==> config.mk <==
export PLATFORM = sky130hd
export DESIGN_NAME = quadrature_step_generator
export DESIGN_NICKNAME = d
export VERILOG_FILES = /design/src/rtl/quadrature_step_generator.sv
export SDC_FILE = /design/constraint.sdc
export NUM_CORES = 1
export LEC_CHECK = 0
export CORE_ASPECT_RATIO = 1.4
export CORE_MARGIN = 10
export CORE_UTILIZATION = 35
export DETAILED_ROUTE_END_ITERATION = 6
export PLACE_DENSITY_LB_ADDON = 0.05
export SETUP_SLACK_MARGIN = 0.2
export SLEW_MARGIN = 20
export SYNTH_ARGS = -nofsm -noshare
export SYNTH_HDL_FRONTEND = slang
export SYNTH_SLANG_ARGS = --single-unit
==> constraint.sdc <==
create_clock -name clk -period 4.6 [get_ports clk]
set_clock_uncertainty 0.05 [all_clocks]
set_input_delay 0.92 -clock clk [delete_from_list [all_inputs] [get_ports clk]]
set_output_delay 0.92 -clock clk [all_outputs]
set_load 0.02 [all_outputs]
==> src/rtl/quadrature_step_generator.sv <==
// Quadrature step generator: emits a Gray-coded (a, b) pair, one transition per step,
// for a commanded step count, direction and transition period.
module quadrature_step_generator #(
  parameter int REG_LEN    = 8,
  parameter int PERIOD_LEN = 16
) (
  input  logic                  clk,
  input  logic                  rst,
  input  logic                  start,
  input  logic                  dir,
  input  logic [REG_LEN-1:0]    steps,
  input  logic [PERIOD_LEN-1:0] period,
  input  logic                  abort,
  output logic                  a,
  output logic                  b,
  output logic                  busy,
  output logic                  done,
  output logic [REG_LEN-1:0]    remaining
);

  typedef enum logic [1:0] {
    IDLE = 2'd0,
    RUN  = 2'd1,
    DONE = 2'd2
  } state_t;

  state_t                state_reg;
  state_t                state_next;
  logic                  dir_reg;
  logic [PERIOD_LEN-1:0] reload_reg;
  logic [PERIOD_LEN-1:0] timer_reg;
  logic [REG_LEN-1:0]    remaining_reg;
  logic                  a_reg;
  logic                  b_reg;
  logic                  busy_reg;
  logic                  done_reg;

  logic                  a_next;
  logic                  b_next;
  logic                  busy_next;
  logic                  done_next;
  logic [PERIOD_LEN-1:0] reload_in;
  logic                  cmd_accept;
  logic                  step_due;
  logic                  last_step;

  // A period of 0 behaves like 1, so the reload value saturates at zero.
  assign reload_in  = (period == '0) ? '0 : period - 1'b1;
  assign cmd_accept = (state_reg == IDLE) && start && !abort;
  assign step_due   = (state_reg == RUN) && !abort && (timer_reg == '0);
  assign last_step  = step_due && (remaining_reg == REG_LEN'(1));

  // State register
  always_ff @(posedge clk or negedge rst) begin
    if (!rst) begin
      state_reg <= IDLE;
    end else begin
      state_reg <= state_next;
    end
  end

  // Next-state logic
  always_comb begin
    state_next = state_reg;
    case (state_reg)
      IDLE: begin
        if (cmd_accept) begin
          state_next = (steps == '0) ? DONE : RUN;
        end
      end
      RUN: begin
        if (abort) begin
          state_next = IDLE;
        end else if (last_step) begin
          state_next = DONE;
        end
      end
      DONE:    state_next = IDLE;
      default: state_next = IDLE;
    endcase
  end

  // Output logic: values the output registers take at the next edge
  always_comb begin
    busy_next = (state_reg == RUN) && !abort;
    done_next = (state_reg == DONE);
    a_next    = a_reg;
    b_next    = b_reg;
    if (step_due) begin
      // CW walks 00->10->11->01, CCW walks the same ring backwards.
      if (dir_reg) begin
        a_next = ~b_reg;
        b_next = a_reg;
      end else begin
        a_next = b_reg;
        b_next = ~a_reg;
      end
    end
  end

  // Command capture, timer and step counter
  always_ff @(posedge clk or negedge rst) begin
    if (!rst) begin
      dir_reg       <= 1'b0;
      reload_reg    <= '0;
      timer_reg     <= '0;
      remaining_reg <= '0;
    end else begin
      if (cmd_accept) begin
        dir_reg       <= dir;
        reload_reg    <= reload_in;
        timer_reg     <= reload_in;
        remaining_reg <= steps;
      end else if ((state_reg == RUN) && !abort) begin
        timer_reg <= (timer_reg == '0) ? reload_reg : timer_reg - 1'b1;
        if (step_due) begin
          remaining_reg <= remaining_reg - 1'b1;
        end
      end
    end
  end

  // Registered outputs; phase survives abort and new commands
  always_ff @(posedge clk or negedge rst) begin
    if (!rst) begin
      a_reg    <= 1'b0;
      b_reg    <= 1'b0;
      busy_reg <= 1'b0;
      done_reg <= 1'b0;
    end else begin
      a_reg    <= a_next;
      b_reg    <= b_next;
      busy_reg <= busy_next;
      done_reg <= done_next;
    end
  end

  assign a         = a_reg;
  assign b         = b_reg;
  assign busy      = busy_reg;
  assign done      = done_reg;
  assign remaining = remaining_reg;

endmodule

==> metrics.csv, run 1 <==
metric,value,unit
outcome,"complete, no violations",
yosys_warnings,0,
max_slew_margin,37.5,%
pwr-share-clk,26.1,%
fp-row-count,39,
clk_path_buf_depth,2,
synthMuxAreaShare,2.96,%
cts_tree,built,
synth.distinct_cells,63,
syn-num-nets,348,
timing.hold.worst.class,reg2reg,
crit_path_end_kind,flip-flop,
start_kind,input port,
drt_first_pass_iters,4,
clkLatencyLatePin,290,ps
internal_power,879,uW
wl,7790,microns
worstPathMaxFanout,15,
cpPeakStageDelay,680,ps
synth-edff-count,0,
finalHoldViolations,0,
synth_cells,314,
grt_usage,12.6,%
antenna_cells,0,
cts_buffers,5,
critPathRequiredTime,4730,ps
post_cts_buffers,0,
synth-xor-area-share,6.31,%
final_common_cell,dfrtp_1,
arrival,3430,ps
worstPathBufferInverterCount,1,
fmax,303,MHz
clkTransAtPathRegs,60,ps
design.core.area,8150,sq um
fin_tns_setup,0,ps
sw_frac_of_total,32.8,%
gp_congestion,0.762,
drc,0,
htree_levels,2,
floorplan.initialDensity,35.7,%
synth-adder-area-share,2.15,%
viasPerCell,5.53,
fin_crit_sh,71.8,%
synth_sequential_area_ratio,40.4,%
path_cells,clkdlybuf4s50_1 -> or4_1 -> or3_4 -> o41ai_4 -> a21oi_1 -> o221a_1,
maxSlewViolCount,0,
ant_nets,0,
combPwrFrac,27.0,%
grt_pass1_wl,13100,microns
dpl.hpwl,5690,microns
ir_drop,0.156,mV
fin_crit,3300,ps
dpl.cell_count,442,
worstMarginPinSlew,934,ps
first_global_vias,2658,
synth_top_family_by_area,simple AND/OR/NAND/NOR gates,
drive_above_1_share,8.38,%
p_leak,0.00143,uW
areaGrowthSynthToFinish,20.7,%
setup.worst_path.class,in2reg,
ctsResizeCount,0,
synth-main-ff-cell,dfrtp_1,
grt_overflow,0,
instances_no_fill,448,
synth-seq-cells,47,
root_buffer,clkbuf_16,
fp.dieW,97.1,microns
hold_buffers,0,
wl_per_cell,17.4,microns
numClockSinks,47,
setup_violations,0,
antenna_found_initial,0,
boundaryPins,41,
vias,2476,
die_h,128,microns
drt_iter0_markers,115,
power_switching,429,uW
portBuffers,40,
syn_area,2910,sq um
nNetsFinal,381,
power_density,372,nW/um^2
critPathTopFamily,compound AO/OA/AOI/OAI gates,
critical_path.slowest_cell,o41ai_4,
synth.avg_cell_area,9.28,sq um
grt_max_degree,48,
maxCapViolations,0,
synth_compound_area_share,19.7,%
async_reset_ff_share,100,%
rsz0062_at_grt,no,
final_cell_mix,"dfrtp_1 (47), nand2_1 (39), clkdlybuf4s50_1 (39)",
pwr-share-seq,46.9,%
dieArea,12400,sq um
synthSimpleGateAreaFrac,24.4,%
Yosys cell counts (3+ instances only):
master	instances	area share, %
a21o_1	3	0.77
a21oi_1	11	1.9
clkbuf_1	13	1.7
dfrtp_1	47	40
ha_1	5	2.1
inv_1	9	1.2
mux2i_1	6	2.1
nand2_1	39	5.0
nand2b_1	3	0.64
nand3_1	6	1.0
nand4_1	4	0.86
nor2_1	20	2.6
nor3_1	13	2.2
nor4_1	9	1.9
o211ai_1	8	2.1
o21a_1	4	1.0
o21ai_0	9	1.5
o21ai_1	11	1.9
o221a_2	3	1.2
o22a_1	5	1.5
o22ai_1	3	0.64
o31ai_1	4	1.0
or3_1	4	0.86
or4_1	7	1.8
xnor2_1	15	4.5
xor2_1	6	1.8
routing by layer:
metal / up-vias / wire length (microns) / global-route usage [%]
met4: 0 / 156 / 5.22
met1: 1184 / 3400 / 14.1
met3: 10 / 267 / 2.59
met5: - / 0 / 0
met2: 51 / 3960 / 22.7
li1: 1231 / - / -
power by group through the flow:
stage | registers [uW] | clock network, uW | logic (uW)
2_1_floorplan | 590 | 0 | 256
3_3_place_gp | 619 | 0 | 354
6_report | 614 | 341 | 353
4_1_cts | 614 | 351 | 357
5_1_grt | 630 | 368 | 397
3_5_place_dp | 620 | 0 | 357
area by class of cell:
type                    instances  area (sq um)
fillers                       787          4630
multi-input cells             240          1620
flip-flops and latches         47          1180
repair buffers                 44           425
clock buffers                   6           129
well taps                     102           128
inverters                       9          33.8
kinds of logic (layout without fill, tap and decap cells):
group,after synthesis,in the layout
adders and majority gates,5,5
buffers and inverters,27,59
DFF,47,47
xor gates and xnor gates,21,21
AOI/OAI and AO/OA,79,79
and+or+nand+nor,127,127
muxes,8,8
stage by stage:
step / area [sq um] / utilization (%) / worst slack [ps] / total power [uW] / hold slack (ps)
2_1_floorplan: 2910 / - / 1680 / 846 / 391
3_3_place_gp: 3390 / 41.6 / 1020 / 972 / 406
3_5_place_dp: 3390 / 41.6 / 965 / 977 / 416
4_1_cts: 3520 / 43.1 / 1260 / 1320 / 431
5_1_grt: 3520 / 43.1 / 1090 / 1400 / 452
6_report: 3520 / 43.1 / 1300 / 1310 / 427
worst paths after layout:
kind	start	to	slack (ps)	cells past startpoint
min in group asynchronous	rst	b$_DFFE_PN0P_	680	2
setup reg to reg	timer_reg[6]$_DFFE_PN0P_	timer_reg[3]$_DFFE_PN0P_	1660	5
hold reg to reg	reload_reg[3]$_DFFE_PN0P_	reload_reg[3]$_DFFE_PN0P_	430	1
setup / recovery	period[10]	timer_reg[3]$_DFFE_PN0P_	1300	6
max in group asynchronous	rst	reload_reg[11]$_DFFE_PN0P_	3410	2
hold / removal	reload_reg[3]$_DFFE_PN0P_	reload_reg[3]$_DFFE_PN0P_	430	1
Note: power is estimated with default switching activity, not from simulation.
==> inputs of run 2 (changes only) <==
==> constraint.sdc (replaced) <==
create_clock -name clk -period 3.2 [get_ports clk]
set_clock_uncertainty 0.05 [all_clocks]
set_input_delay 0.64 -clock clk [delete_from_list [all_inputs] [get_ports clk]]
set_output_delay 0.64 -clock clk [all_outputs]
set_load 0.02 [all_outputs]
==> metrics.csv, run 2 (same netlist as run 1, synthesis figures left out) <==
metric,value,unit
critPathTopFamily,simple AND/OR/NAND/NOR gates,
setup_violations,0,
ctsResizeCount,0,
ir_drop,0.220,mV
path_cells,clkdlybuf4s50_1 -> or4_1 -> or3_4 -> nor4_1 -> mux2i_1 -> o211ai_1,
worstPathBufferInverterCount,1,
arrival,2880,ps
antenna_cells,0,
post_cts_buffers,0,
worstPathMaxFanout,5,
numClockSinks,47,
fin_crit,2770,ps
fp-row-count,39,
top_layer,met4,
final_cell_mix,"dfrtp_1 (47), nand2_1 (39), clkdlybuf4s50_1 (39)",
finalHoldViolations,0,
ant_nets,0,
timing.hold.worst.class,in2async,
critical_path.slowest_cell,or4_1,
clkTransAtPathRegs,60,ps
setup.worst_path.class,in2reg,
antenna_found_initial,0,
gp_congestion,0.802,
worstSetupStartpoint,period[10],
clkLatencyLatePin,290,ps
dpl.hpwl,6140,microns
hold_buffers,0,
fmax,361,MHz
drt_iter0_markers,158,
grt_pass1_wl,13700,microns
fillers,809,
cts_tree,built,
dr_wl_met2,4050,microns
areaGrowthSynthToFinish,25.3,%
grt_usage,13.3,%
wl_met3,341,microns
p_leak,0.00151,uW
nNetsFinal,391,
clk_path_buf_depth,2,
maxSlewViolCount,0,
timing.hold.ws,192,ps
grt_overflow,0,
fin_crit_sh,86.6,%
worst_slack,428,ps
drt_first_pass_iters,4,
worstMarginPinSlew,615,ps
die_h,128,microns
cts_buffers,5,
dp_slack,107,ps
first_global_vias,2657,
critPathRequiredTime,3300,ps
htree_levels,2,
boundaryPins,41,
cpPeakStageDelay,570,ps
design.core.area,8150,sq um
max_slew_margin,58.7,%
wl,8100,microns
timing.rr.start,timer_reg[0]$_DFFE_PN0P_,
final_common_cell,dfrtp_1,
drc,0,
dieArea,12400,sq um
grt_max_degree,38,
maxCapViolations,0,
fp.dieW,97.1,microns
met1_length,3590,microns
vias,2534,
portBuffers,40,
rsz0062_at_grt,no,
power_density,571,nW/um^2
root_buffer,clkbuf_16,
wl_per_cell,17.6,microns
viasPerCell,5.51,
drive_above_1_share,11.5,%
outcome,"complete, no violations",
start_kind,input port,
crit_path_end_kind,flip-flop,
fin_tns_setup,0,ps
floorplan.initialDensity,35.7,%
## run 2: layout make-up
type                       instances  area, sq um  share of cell area [%]
multi-input combinational        240         1620                    44.5
sequential                        47         1180                    32.2
timing repair buffer              54          500                    13.7
clock buffer                       6          129                    3.53
tap                              102          128                    3.50
clock inverter                     2         60.1                    1.64
inverter                           9         33.8                   0.925
## run 2: through the flow
stage / cells / utilization, % / power [uW] / instance area (sq um)
detailed placement: 452 / 42.5 / 1420 / 3460
finish: 460 / 44.8 / 2080 / 3650
global route: 460 / 44.8 / 2210 / 3650
floorplan: 314 / - / 1220 / 2910
CTS: 460 / 44.8 / 2100 / 3650
global placement: 452 / 42.5 / 1410 / 3460
## run 2: final timing paths
path                                         endpoint  slack (ps)  cells after the start
max                         timer_reg[15]$_DFFE_PN0P_         430                      6
min                                     a$_DFFE_PN0P_         190                      1
max reg2reg                  state_reg[1]$_DFFE_PN0P_         670                      7
min reg2reg                reload_reg[14]$_DFFE_PN0P_         420                      2
max in group asynchronous    timer_reg[7]$_DFFE_PN0P_        2140                      2
min in group clk           reload_reg[14]$_DFFE_PN0P_         420                      2
## run 2: worst register-to-register path, stage by stage (launching register included)
cell and delay [ps]:
dfrtp_1 450, inv_1 110, ha_1 170, or4b_1 490, or4_1 420, nor4_1 480
a21oi_1 140, nor3_1 150
## run 2: routing by layer
metal  vias up  GRT usage [%]
li1       1251              -
met1      1201           15.6
met2        76           23.8
met3         6           2.21
met4         0           4.44
met5         -              0
## run 2: report_power, final
part,internal (uW),switching (uW)
Clock,448,233
Sequential,719,164
Combinational,269,252
Total,1440,649
==> inputs of run 3 (changes only) <==
--- a/config.mk
+++ b/config.mk
@@ -5,10 +5,12 @@
 export SDC_FILE = /design/constraint.sdc
 export NUM_CORES = 1
 export LEC_CHECK = 0
+export CAP_MARGIN = 25
 export CORE_ASPECT_RATIO = 1.4
 export CORE_MARGIN = 10
 export CORE_UTILIZATION = 35
 export DETAILED_ROUTE_END_ITERATION = 6
+export HOLD_SLACK_MARGIN = 0.02
 export PLACE_DENSITY_LB_ADDON = 0.05
 export SETUP_SLACK_MARGIN = 0.2
 export SLEW_MARGIN = 20
==> results of run 3 <==
The final DEF is identical to that of run 2; final timing and power are the same.
==> RTL edit 1, RTL diff (config.mk and constraints of run 3) <==
The parameter `REG_LEN` goes from 8 to 16.
--- a/src/rtl/quadrature_step_generator.sv
+++ b/src/rtl/quadrature_step_generator.sv
@@ -1,7 +1,7 @@
 // Quadrature step generator: emits a Gray-coded (a, b) pair, one transition per step,
 // for a commanded step count, direction and transition period.
 module quadrature_step_generator #(
-  parameter int REG_LEN    = 8,
+  parameter int REG_LEN    = 16,
   parameter int PERIOD_LEN = 16
 ) (
   input  logic                  clk,
Interface: changed (resized remaining and steps); port bits go from 41 to 57. The function was not compared with the original's and may differ.
==> RTL edit 1 against run 3 <==
  * Sequential cell count up 8
  * Design area up 19%
  * Routed wire length up 35%
  * Largest cell class unchanged
  * Register-to-register slack worse by 0.11 ns
  * Largest power group unchanged
  * Synthesized cell count up 21%
  * Power up 23%
  * Highest routed layer unchanged
  * Setup slack better by 0.13 ns
  * Synthesized area up 16%
==> RTL edit 1: results (changes against run 3) <==
- Port bufs: 56 (+40%)
- Share of cells above drive strength 1: 9.84% (-1.6 points)
- LEAKAGE: 1.69 nW (+12%)
- Max Buffers Root-to-Sink: 2 (unchanged)
- Vias post-DR: 3239 (+28%)
- CTS H-tree lvls: 2 (unchanged)
- Largest net degree at the start of global routing: 56 (+47%)
- Syn Nets: 423 (+22%)
- Residual DRC: 0 (unchanged)
- R2R setup slack: 0.56 ns (-0.11 ns)
- Detailed Place HPWL: 8420 um (+37%)
- RD Place Congestion: 0.861 (+7.3%)
- Worst slew pin tran: 0.752 ns (+0.138 ns)
- Post-place setup slack: 0.257 ns (+0.150 ns)
- Synth cell types: 62 (-1.6%)
- DR pass1 iterations: 4 (unchanged)
- Syn. warnings: 0 (unchanged)
- Fmax: 379 MHz (+5.0%)
- Clk_lat worst skew: 0.30 ns
- Synth area leaders: dfrtp_1, nand2_1, o21ai_0
- Sequential share of the synthesized area: 40.7% (+0.32 points)
- GR Util All Layers: 16.2% (+2.9 points)
- Outcome: complete, no violations
- Clk slew on worst S/H paths: 0.07 ns
- Post-synth EDFFs: 0 (unchanged)
- Peak supply drop: 0.225 mV (+2.3%)
- Wire per inst: 19.7 um (+12%)
- Post-CTS setup buffers: 0 (unchanged)
- Largest delay share family, worst path: simple AND/OR/NAND/NOR gates
- Top cells by count, synth: dfrtp_1, nand2_1, nor2_1
- Biggest cell delay along the critical path: 0.58 ns
- Hold_ws: 0.417 ns (+0.225 ns)
- CTS Buf Count: 5 (unchanged)
- Crit-path max FO: 7 (+2)
- NumNets Final: 488 (+25%)
- Hold WC Path Type: input pin to asynchronous set/reset pin
- Synth async-reset ratio: 100% (unchanged)
- Most used DFF post-synth: dfrtp_1
- DRT iter0 DRCs: 244 (+54%)
- Global-route wire length before repair: 17700 um (+30%)
- Ant. Diodes: 0 (unchanged)
- Slowest CP cell: or4b_2
- Initial antenna violation count: 0 (unchanged)
- Root buffer cell: clkbuf_16
- Cts repair resizes: 0 (unchanged)
- Vias in the first global route: 3289 (+24%)
- Crit path launch: timer_reg[0]$_DFFE_PN0P_
==> RTL edit 1: cell types whose count changed after synthesis, moves of 8 or more <==
cell / change
o21ai_1: -8
o21ai_0: +13
dfrtp_1: +8
or3_1: +9
nor3_1: +8
==> RTL edit 1: cell families (layout without fill, tap and decap cells) <==
| kind of cell | Yosys count | in the layout | share of synthesized area, % |
|---|---|---|---|
| xor gates and xnor gates | 22 | 22 | 5.70 |
| DFF | 55 | 55 | 40.7 |
| muxes | 1 | 1 | 0.296 |
| AOI/OAI and AO/OA | 104 | 104 | 20.8 |
| buffers and inverters | 28 | 94 | 3.22 |
| adders and majority gates | 5 | 5 | 1.85 |
| and+or+nand+nor | 166 | 166 | 27.4 |
==> RTL edit 1: layout make-up <==
| class | count | area (sq um) |
|---|---|---|
| sequential | 55 | 1380 |
| inverter | 10 | 37.5 |
| clock inverter | 2 | 35.0 |
| clock buffer | 6 | 139 |
| timing repair buffer | 76 | 706 |
| multi-input combinational | 298 | 1910 |
| fill | 931 | 5120 |
| tap | 110 | 138 |
==> RTL edit 1: final timing paths <==
check / to / cells past startpoint
worst max register to register: timer_reg[1]$_DFFE_PN0P_ / 7
worst max-delay path: timer_reg[1]$_DFFE_PN0P_ / 7
max in group asynchronous: timer_reg[12]$_DFFE_PN0P_ / 2
worst min-delay path: b$_DFFE_PN0P_ / 2
worst min register to register: reload_reg[3]$_DFFE_PN0P_ / 1
min in group clk: reload_reg[3]$_DFFE_PN0P_ / 1
==> RTL edit 1: power by group <==
| group | internal [mW] | total (mW) | switching (mW) | leakage, nW |
|---|---|---|---|---|
| Clock | 0.390 | 0.654 | 0.263 | 0.0868 |
| Combinational | 0.386 | 0.804 | 0.419 | 0.929 |
| Sequential | 0.875 | 1.10 | 0.227 | 0.674 |
==> RTL edit 1: through the flow <==
| step | area (sq um) | cells |
|---|---|---|
| after floorplan | 3380 | 381 |
| final | 4340 | 557 |
| after CTS | 4340 | 557 |
| after global placement | 4160 | 549 |
| after detailed placement | 4160 | 549 |
| after global routing | 4340 | 557 |
==> RTL edit 1: per-layer routing <==
metal	up-vias	global-route usage, %	wire length, um
li1	1567	-	-
met1	1537	18.4	4370
met2	109	28.0	5490
met3	26	3.35	696
met4	0	7.36	396
met5	-	0	0
==> RTL edit 2, RTL diff (flow settings as in run 3) <==
Made on the original files. Make the reset (`rst`) synchronous in 3 clocked blocks.
--- a/src/rtl/quadrature_step_generator.sv
+++ b/src/rtl/quadrature_step_generator.sv
@@ -51,7 +51,7 @@
   assign last_step  = step_due && (remaining_reg == REG_LEN'(1));
 
   // State register
-  always_ff @(posedge clk or negedge rst) begin
+  always_ff @(posedge clk) begin
     if (!rst) begin
       state_reg <= IDLE;
     end else begin
@@ -99,7 +99,7 @@
   end
 
   // Command capture, timer and step counter
-  always_ff @(posedge clk or negedge rst) begin
+  always_ff @(posedge clk) begin
     if (!rst) begin
       dir_reg       <= 1'b0;
       reload_reg    <= '0;
@@ -121,7 +121,7 @@
   end
 
   // Registered outputs; phase survives abort and new commands
-  always_ff @(posedge clk or negedge rst) begin
+  always_ff @(posedge clk) begin
     if (!rst) begin
       a_reg    <= 1'b0;
       b_reg    <= 1'b0;
Behaviour: differs if rst is asserted again (counterexample within 4 cycles, from zero or initial values and one cycle with rst low); with rst held inactive, the same outputs for 10 cycles.
==> RTL edit 2 against run 3 <==
  * Synthesized area fell by 8.8%
  * Cell count rose by 7.4%
  * Sequential cell count did not move
  * Design area fell by 6.7%
  * Setup slack got worse by 0.099 ns
  * Routed wire length fell by 1.0%
  * Power fell by 30%
  * Hold slack improved by 0.22 ns
  * Clock power fell by 46%
  * Sequential share of layout area fell by 4.6 points
  * Global-route usage rose by 0.64 points
  * Largest power group unchanged
==> RTL edit 2: results (changes against run 3) <==
- Outcome: complete, no violations
- Placed cells: 487 (+7.7%)
- Crit-path max FO: 3 (-2)
- Biggest cell delay along the critical path: 0.55 ns (-0.02 ns)
- Clk slew on worst S/H paths: 0.09 ns (+0.03 ns)
- Drt total wl: 8010 um (-1.0%)
- LEAKAGE: 1.21 nW (-19%)
- Met3 usage: 1.88% (-0.33 points)
- Fill count: 759 (-6.2%)
- Vias in the first global route: 2642 (-0.56%)
- Top cells by count, synth: dfxtp_1, nor2_1, nand2_1
- R2r endpoint: timer_reg[7]$_SDFFE_PN0P_
- Synth cell types: 52 (-17%)
- Hold WC Path Type: register to register
- Share of cells above drive strength 1: 10.6% (-0.87 points)
- Met2 WL: 4010 um (-0.86%)
- Syn Nets: 374 (+7.5%)
- Detailed Place HPWL: 6040 um (-1.7%)
- Placed cell areas: 3310 sq um (-4.3%)
- Most used DFF post-synth: dfxtp_1
- Met2 Usage GRT: 25.5% (+1.7 points)
- Fmax: 348 MHz (-3.4%)
- WL met3: 361 um (+5.9%)
- Largest net degree at the start of global routing: 24 (-37%)
- GR Util All Layers: 13.9% (+0.64 points)
- Grt met1 use: 15.9% (+0.35 points)
- Vias per inst: 5.42 (-1.6%)
- Sequential share of the synthesized area: 35.4% (-5.0 points)
- RR Startpoint: timer_reg[0]$_SDFFE_PN0P_
- Global-route wire length before repair: 13000 um (-5.1%)
- Worst slew pin tran: 0.630 ns (+0.0155 ns)
- Syn avg cell area: 7.81 sq um (-16%)
- Post-place setup slack: -0.0128 ns (-0.120 ns)
- RD Place Congestion: 0.802 (about the same)
- Crit path launch: period[4]
- Synth area leaders: dfxtp_1, nor2_1, a21oi_1
- Peak supply drop: 0.173 mV (-22%)
- R2R setup slack: 0.95 ns (+0.28 ns)
- DRT iter0 DRCs: 167 (+5.7%)
- Reg2reg path depth: 8 (+1)
- Vias post-DR: 2678 (+5.7%)
RTL edit 2: how the worst min path moves through the flow:
stage,start,endpoint,slack [ns],cells past startpoint
6_report,reload_reg[3]$_SDFFE_PN0P_,reload_reg[3]$_SDFFE_PN0P_,0.41,2
5_1_grt,reload_reg[3]$_SDFFE_PN0P_,reload_reg[3]$_SDFFE_PN0P_,0.43,2
4_1_cts,reload_reg[3]$_SDFFE_PN0P_,reload_reg[3]$_SDFFE_PN0P_,0.42,2
3_5_place_dp,reload_reg[3]$_SDFFE_PN0P_,reload_reg[3]$_SDFFE_PN0P_,0.40,2
3_3_place_gp,reload_reg[3]$_SDFFE_PN0P_,reload_reg[3]$_SDFFE_PN0P_,0.40,2
2_1_floorplan,state_reg[1]$_SDFFE_PN0P_,done$_SDFF_PN0_,0.38,2
RTL edit 2: final cells by class:
| type | count | area [sq um] | area share, % |
|---|---|---|---|
| timing repair buffer | 67 | 607 | 17.8 |
| sequential | 47 | 941 | 27.6 |
| inverter | 9 | 33.8 | 0.992 |
| multi-input combinational | 267 | 1620 | 47.4 |
| tap | 97 | 121 | 3.56 |
| clock buffer | 6 | 82.6 | 2.42 |
| clock inverter | 1 | 5.00 | 0.147 |
RTL edit 2: power breakdown:
| part | internal (mW) | switching (mW) | leakage (nW) |
|---|---|---|---|
| clock | 0.170 | 0.200 | 0.0470 |
| sequential | 0.623 | 0.0434 | 0.385 |
| combinational | 0.200 | 0.232 | 0.783 |
RTL edit 2: cell families (layout without fill, tap and decap cells):
kind of cell | Yosys count | in the layout | share of synthesized area [%]
simple gates | 134 | 134 | 24.7
buf+inv | 26 | 83 | 4.00
xor+xnor | 27 | 27 | 8.90
compound gates | 99 | 99 | 23.8
flops | 47 | 47 | 35.4
mux | 2 | 2 | 0.801
fa+ha+maj | 5 | 5 | 2.36
